`src/rtl/store_pack_buffer_pkg.sv`:
```
// Shared types and the store formatter for the store pack buffer.
// Entries hold word address, lane-replicated data and byte enables.
package store_pkg;

    localparam int AW = 32;

    localparam logic [5:0] OP_SB = 6'h28;
    localparam logic [5:0] OP_SH = 6'h29;
    localparam logic [5:0] OP_SW = 6'h2b;

    typedef struct packed {
        logic [AW-1:2] addr;
        logic [31:0]   wdata;
        logic [3:0]    be;
    } entry_t;

    typedef struct packed {
        entry_t e;
        logic   bad;
    } fmt_t;

    function automatic fmt_t fmt_store(
        input logic [5:0]    op,
        input logic [AW-1:0] addr,
        input logic [31:0]   data
    );
        fmt_t       r;
        logic [1:0] a;
        a          = addr[1:0];
        r.e.addr   = addr[AW-1:2];
        r.e.wdata  = '0;
        r.e.be     = '0;
        r.bad      = 1'b1;
        unique case (1'b1)
            (op == OP_SB): begin
                r.e.be    = 4'b0001 << a;
                r.e.wdata = {4{data[7:0]}};
                r.bad     = 1'b0;
            end
            (op == OP_SH): begin
                r.e.be    = a[1] ? 4'b1100 : 4'b0011;
                r.e.wdata = {2{data[15:0]}};
                r.bad     = a[0];
            end
            (op == OP_SW): begin
                r.e.be    = 4'b1111;
                r.e.wdata = data;
                r.bad     = (a != 2'b00);
            end
            default: ;
        endcase
        return r;
    endfunction

endpackage

```
`src/rtl/store_pack_buffer_if.sv`:
```
// Store request, memory drain and snoop signals of the store pack buffer.
// master drives requests and memory acceptance; slave is the buffer.
interface store_pack_buffer_if #(
    parameter int AW    = 32,
    parameter int DEPTH = 4
);
    logic                   in_valid;
    logic                   in_ready;
    logic [5:0]             in_op;
    logic [AW-1:0]          in_addr;
    logic [31:0]            in_data;
    logic                   mem_valid;
    logic                   mem_ready;
    logic [AW-1:0]          mem_addr;
    logic [31:0]            mem_wdata;
    logic [3:0]             mem_be;
    logic                   err;
    logic [AW-1:0]          snoop_addr;
    logic                   snoop_hit;
    logic [$clog2(DEPTH):0] count;

    modport master (
        output in_valid, in_op, in_addr, in_data,
        output mem_ready, snoop_addr,
        input  in_ready, mem_valid, mem_addr, mem_wdata,
        input  mem_be, err, snoop_hit, count
    );

    modport slave (
        input  in_valid, in_op, in_addr, in_data,
        input  mem_ready, snoop_addr,
        output in_ready, mem_valid, mem_addr, mem_wdata,
        output mem_be, err, snoop_hit, count
    );
endinterface

```
`src/rtl/store_fmt.sv`:
```
// Combinational store formatter: byte lanes, enables and drop flag.
module store_fmt
    import store_pkg::*;
(
    input  logic [5:0]    op,
    input  logic [AW-1:0] addr,
    input  logic [31:0]   data,
    output entry_t        e,
    output logic          bad
);
    fmt_t r;

    assign r   = fmt_store(op, addr, data);
    assign e   = r.e;
    assign bad = r.bad;
endmodule

```
`src/rtl/store_pack_buffer.sv`:
```
// Store queue between MEM stage and data memory, with a word snoop
// port so dependent loads can be held while a store is pending.
module store_pack_buffer
    import store_pkg::*;
#(
    parameter int DEPTH = 4
) (
    input logic                clk,
    input logic                rst,
    store_pack_buffer_if.slave bus
);
    localparam int PW = $clog2(DEPTH);

    entry_t        q [DEPTH];
    entry_t        fe;
    entry_t        hd;
    logic          bad;
    logic [PW-1:0] head;
    logic [PW-1:0] tail;
    logic [PW-1:0] idx;
    logic [PW:0]   cnt;
    logic          errq;
    logic          full;
    logic          pop;
    logic          acc;
    logic          push;
    logic          hit;
    logic          unused_snoop;

    store_fmt u_fmt (
        .op   (bus.in_op),
        .addr (bus.in_addr),
        .data (bus.in_data),
        .e    (fe),
        .bad  (bad)
    );

    assign full = (cnt == (PW+1)'(DEPTH));
    assign pop  = (cnt != '0) && bus.mem_ready;
    assign acc  = bus.in_valid && bus.in_ready;
    assign push = acc && !bad;

    // Pop-before-push lets a full queue take a request while draining.
    assign bus.in_ready = !full || pop;

    always_ff @(posedge clk or posedge rst) begin
        if (rst) begin
            head <= '0;
            tail <= '0;
            cnt  <= '0;
            errq <= 1'b0;
        end else begin
            errq <= acc && bad;
            if (push) tail <= tail + 1'b1;
            if (pop)  head <= head + 1'b1;
            if (push && !pop)      cnt <= cnt + 1'b1;
            else if (pop && !push) cnt <= cnt - 1'b1;
        end
    end

    // Storage needs no reset: outputs and snoop are gated by cnt.
    always_ff @(posedge clk) begin
        if (push) q[tail] <= fe;
    end

    always_comb begin
        hit = 1'b0;
        idx = '0;
        for (int i = 0; i < DEPTH; i++) begin
            idx = head + PW'(i);
            if ((PW+1)'(i) < cnt &&
                q[idx].addr == bus.snoop_addr[AW-1:2])
                hit = 1'b1;
        end
    end

    assign hd            = (cnt != '0) ? q[head] : '0;
    assign bus.mem_valid = (cnt != '0);
    assign bus.mem_addr  = {hd.addr, 2'b00};
    assign bus.mem_wdata = hd.wdata;
    assign bus.mem_be    = hd.be;
    assign bus.err       = errq;
    assign bus.snoop_hit = hit;
    assign bus.count     = cnt;
    assign unused_snoop  = ^bus.snoop_addr[1:0];
endmodule

```
`src/flat_wrapper.sv`:
```
// flat-port wrapper written by rule: the top's interface ports become plain ports
module store_pack_buffer_flat import store_pkg::*;
#(
    parameter int DEPTH = 4
)
  (clk, rst, bus_in_valid, bus_in_op, bus_in_addr, bus_in_data, bus_mem_ready, bus_snoop_addr, bus_in_ready, bus_mem_valid, bus_mem_addr, bus_mem_wdata, bus_mem_be, bus_err, bus_snoop_hit, bus_count);
  store_pack_buffer_if #(.AW(AW), .DEPTH(DEPTH)) bus_i ();
  input logic clk;
  input logic rst;
  input wire logic [$bits(bus_i.in_valid)-1:0] bus_in_valid;
  input wire logic [$bits(bus_i.in_op)-1:0] bus_in_op;
  input wire logic [$bits(bus_i.in_addr)-1:0] bus_in_addr;
  input wire logic [$bits(bus_i.in_data)-1:0] bus_in_data;
  input wire logic [$bits(bus_i.mem_ready)-1:0] bus_mem_ready;
  input wire logic [$bits(bus_i.snoop_addr)-1:0] bus_snoop_addr;
  output wire logic [$bits(bus_i.in_ready)-1:0] bus_in_ready;
  output wire logic [$bits(bus_i.mem_valid)-1:0] bus_mem_valid;
  output wire logic [$bits(bus_i.mem_addr)-1:0] bus_mem_addr;
  output wire logic [$bits(bus_i.mem_wdata)-1:0] bus_mem_wdata;
  output wire logic [$bits(bus_i.mem_be)-1:0] bus_mem_be;
  output wire logic [$bits(bus_i.err)-1:0] bus_err;
  output wire logic [$bits(bus_i.snoop_hit)-1:0] bus_snoop_hit;
  output wire logic [$bits(bus_i.count)-1:0] bus_count;
  assign bus_i.in_valid = bus_in_valid;
  assign bus_i.in_op = bus_in_op;
  assign bus_i.in_addr = bus_in_addr;
  assign bus_i.in_data = bus_in_data;
  assign bus_i.mem_ready = bus_mem_ready;
  assign bus_i.snoop_addr = bus_snoop_addr;
  assign bus_in_ready = bus_i.in_ready;
  assign bus_mem_valid = bus_i.mem_valid;
  assign bus_mem_addr = bus_i.mem_addr;
  assign bus_mem_wdata = bus_i.mem_wdata;
  assign bus_mem_be = bus_i.mem_be;
  assign bus_err = bus_i.err;
  assign bus_snoop_hit = bus_i.snoop_hit;
  assign bus_count = bus_i.count;
  store_pack_buffer #(.DEPTH(DEPTH)) u_core (.clk(clk), .rst(rst), .bus(bus_i));
endmodule
```
`config.mk`:
```
export PLATFORM = sky130hd
export DESIGN_NAME = store_pack_buffer_flat
export DESIGN_NICKNAME = d
export VERILOG_FILES = /design/src/rtl/store_pack_buffer_pkg.sv /design/src/rtl/store_pack_buffer_if.sv /design/src/rtl/store_fmt.sv /design/src/rtl/store_pack_buffer.sv /design/src/flat_wrapper.sv
export SDC_FILE = /design/constraint.sdc
export NUM_CORES = 1
export LEC_CHECK = 0
export ABC_AREA = 1
export CAP_MARGIN = 25
export CORE_MARGIN = 1
export CORE_UTILIZATION = 40
export DETAILED_ROUTE_END_ITERATION = 7
export GPL_TIMING_DRIVEN = 0
export HOLD_SLACK_MARGIN = 0.12
export SYNTH_ARGS = -nofsm -noshare
export SYNTH_HDL_FRONTEND = slang
export SYNTH_SLANG_ARGS = --single-unit
```
`constraint.sdc`:
```
create_clock -name clk -period 5.1 [get_ports clk]
set_clock_uncertainty 0.05 [all_clocks]
set_input_delay 1.02 -clock clk [delete_from_list [all_inputs] [get_ports clk]]
set_output_delay 1.02 -clock clk [all_outputs]
set_load 0.05 [all_outputs]
```
==> results of run 1 <==
==> logic make-up (layout without fill, tap and decap cells) <==
kind of cell,after synthesis,after routing,share of synthesized area [%]
AOI/OAI and AO/OA,132,132,5.425
buffers and inverters,190,428,5.713
xor gates and xnor gates,7,7,0.4034
other,1,3,0.02467
and+or+nand+nor,1275,1275,34.22
adders and majority gates,9,9,0.7409
DFF,272,272,53.47
==> Yosys cell counts, types with 2 or more instances <==
| cell | instances |
|---|---|
| o21ai_0 | 33 |
| a21oi_1 | 6 |
| nor2_1 | 126 |
| buf_6 | 6 |
| o21ai_1 | 12 |
| clkbuf_1 | 16 |
| edfxtp_1 | 264 |
| buf_1 | 15 |
| buf_2 | 30 |
| nor2_2 | 2 |
| clkinv_1 | 3 |
| nand2_1 | 837 |
| inv_1 | 99 |
| o211ai_1 | 7 |
| a22oi_1 | 36 |
| ha_1 | 9 |
| nand2_2 | 3 |
| xor2_1 | 6 |
| buf_4 | 18 |
| a31oi_1 | 36 |
| dfrtp_1 | 8 |
| inv_4 | 2 |
| nand3_1 | 302 |
==> per-stage QoR <==
step	TNS, ns	hold slack, ns
CTS	0	0.5551
global placement	-990.84	0.5243
global route	0	0.5741
detailed placement	0	0.5417
finish	0	0.5479
floorplan	-165.19	0.5118
==> per-layer routing <==
layer / vias to the layer above / global-route usage [%]
li1: 6767 / -
met1: 6813 / 38.71
met2: 702 / 52.86
met3: 194 / 6.417
met4: 4 / 16.34
met5: - / 0
==> repair_timing <==
action / in CTS / in global routing
resized for setup: 1 / 8
cloned: 0 / 0
hold buffers: 0 / 0
endpoints found under the hold margin: 0 / 0
endpoints found under the setup margin: 1 / 3
==> worst paths after layout <==
| path | slack, ns | cells after the start | from | endpoint |
|---|---|---|---|---|
| setup / recovery | 0.20 | 8 | u_core.bus.count[1] | bus_mem_addr[22] |
| hold / removal | 0.55 | 2 | u_core.bus.count[1] | u_core.bus.count[1] |
| setup reg to reg | 1.99 | 10 | u_core.bus.count[0] | u_core.q[2][27] |
| hold reg to reg | 0.55 | 2 | u_core.bus.count[1] | u_core.bus.count[1] |
| max in group asynchronous | 4.01 | 2 | rst | u_core.tail[0] |
| min in group asynchronous | 0.72 | 2 | rst | u_core.head[1] |
==> final cells by class <==
type	count	area [um^2]	area share (%)
Multi-Input combinational cell	1425	6237	33.04
Timing Repair Buffer	187	2029	10.75
Inverter	105	399.1	2.114
Antenna cell	1	2.502	0.01326
Tap cell	511	639.4	3.387
Clock inverter	16	219.0	1.160
Buffer	85	474.2	2.512
Clock buffer	35	748.2	3.964
Sequential cell	272	8128	43.06
==> state kept, by name, indices dropped and copies added (netlist names) <==
| signal | cells |
|---|---|
| u_core.q | 264 |
| u_core.bus.err | 1 |
| u_core.bus.count | 3 |
| u_core.head | 2 |
| u_core.tail | 2 |
==> power groups by stage <==
stage | Clock [mW] | Sequential (mW) | Combinational (mW)
2_1_floorplan | 0 | 2.62 | 4.97
3_3_place_gp | 0 | 2.58 | 8.00
3_5_place_dp | 0 | 2.58 | 8.04
4_1_cts | 2.20 | 2.54 | 8.08
5_1_grt | 2.28 | 2.54 | 8.68
6_report | 2.17 | 2.54 | 8.24
==> tightest hold or removal path, cell delays in order (launching register included) <==
cell,delay [ns]
dfrtp_1,0.43
nand2_1,0.07
o21ai_0,0.06
==> results.tsv, run 1 <==
metric	value	unit
async_reset_ff_share	2.941	%
hpwl	45.23	mm
highest_layer	met5	
final_cell_mix	nand2_1, nand3_1, edfxtp_1	
dp_slack	0.3964	ns
crit_path_end_kind	output pin	
place_congestion	0.9916	
first_global_vias	13970	
comb_power_share	63.6	%
synth_edf_count	264	
setup_ws	0.2025	ns
clock_path_buffers	3	
crit_slowest_cell	clkdlybuf4s50_1	
synth.largest_area_cell	edfxtp_1	
setup_violations	0	
final_util	50.35	%
clkSinkCount	272	
vias_per_cell	5.491	
design_area	0.01888	mm^2
drive_above_1_share	5.882	%
power	12.95	mW
met2_length	28.73	mm
dieWidth	196.9	um
critPathBufInv	5	
finalHoldViolCount	0	
power_density	685.9	mW/mm^2
yosysSeqAreaShare	53.47	%
firstDrtPassIters	6	
synthFlopType	edfxtp_1	
cts_setup_buffers	0	
grt_pass1_wl	88.30	mm
nets	2220	
period_share	96.03	%
path_cells	inv_1, ha_1, nand2_1, inv_1, clkbuf_1, clkbuf_1, nor2_1, clkdlybuf4s50_1	
synth_warnings	0	
critPathMaxStageDelay	0.77	ns
drt_first_iter_violations	1576	
syn_avg_cell_area	8.059	um^2
grt_overflow_total	0	
swShare	53.70	%
io-pin-count	181	
synth_top_area_share	52.16	%
route.detailed.wl_per_inst	23.40	um
ant_nets	0	
fillers	3611	
crit_family	buffers and inverters	
power.switching	6.952	mW
die_area	0.03878	mm^2
final_common_cell	nand2_1	
fmax	204.2	MHz
cp.arrival	3.83	ns
met1Wirelength	24.13	mm
pwr-share-clk	16.8	%
clock_latency	0.58	ns
slew-limit-headroom	26.44	%
start_util	40.54	%
p_leak	8.021	nW
p_int	5.995	mW
grt_max_degree	29	
start_kind	register	
die-height	196.9	um
worstSetupPathType	reg -> out	
ir_worst_vdd	0.0005413	V
grt_usage	31.65	%
pwr-share-seq	19.6	%
post-route-min-period	4.897	ns
rows	71	
placed_area	0.01790	mm^2
drv_slew	0	
outcome	complete, no violations	
netlist_area	0.01520	mm^2
cts_root_buffer	clkbuf_16	
worstPathMaxFanout	10	
final-instance-count-excl-fill	2637	
rsz0062_at_grt	no	
hp-class	reg -> reg	
io_buffer_count	176	
wl_met3	5.352	mm
worstMarginPinSlew	1.103	ns
yosys-top-cells-area	edfxtp_1, nand2_1, nand3_1	
ys_types	33	
drv_cap	0	
cts_tree	done	
vias	14480	
critical_path_required	4.03	ns
area_growth	24.19	%
synthCells	1886	
drc	0	
clk_pin_slew_worst_paths	0.06	ns
post-place-cells	2585	
antenna_found_initial	3	
ys_ff_latch	272	
core	0.03749	mm^2
cts_max_level	1	
wirelength	61.70	mm
cts_inserted_buffers	29	
No activity file was read; power rests on OpenSTA's default activity.
==> run 2, diff against run 1 <==
Settings changed: TNS_END_PERCENT set to 50.
==> results of run 2 <==
No change in the layout: final DEF, timing and power equal those of run 1.
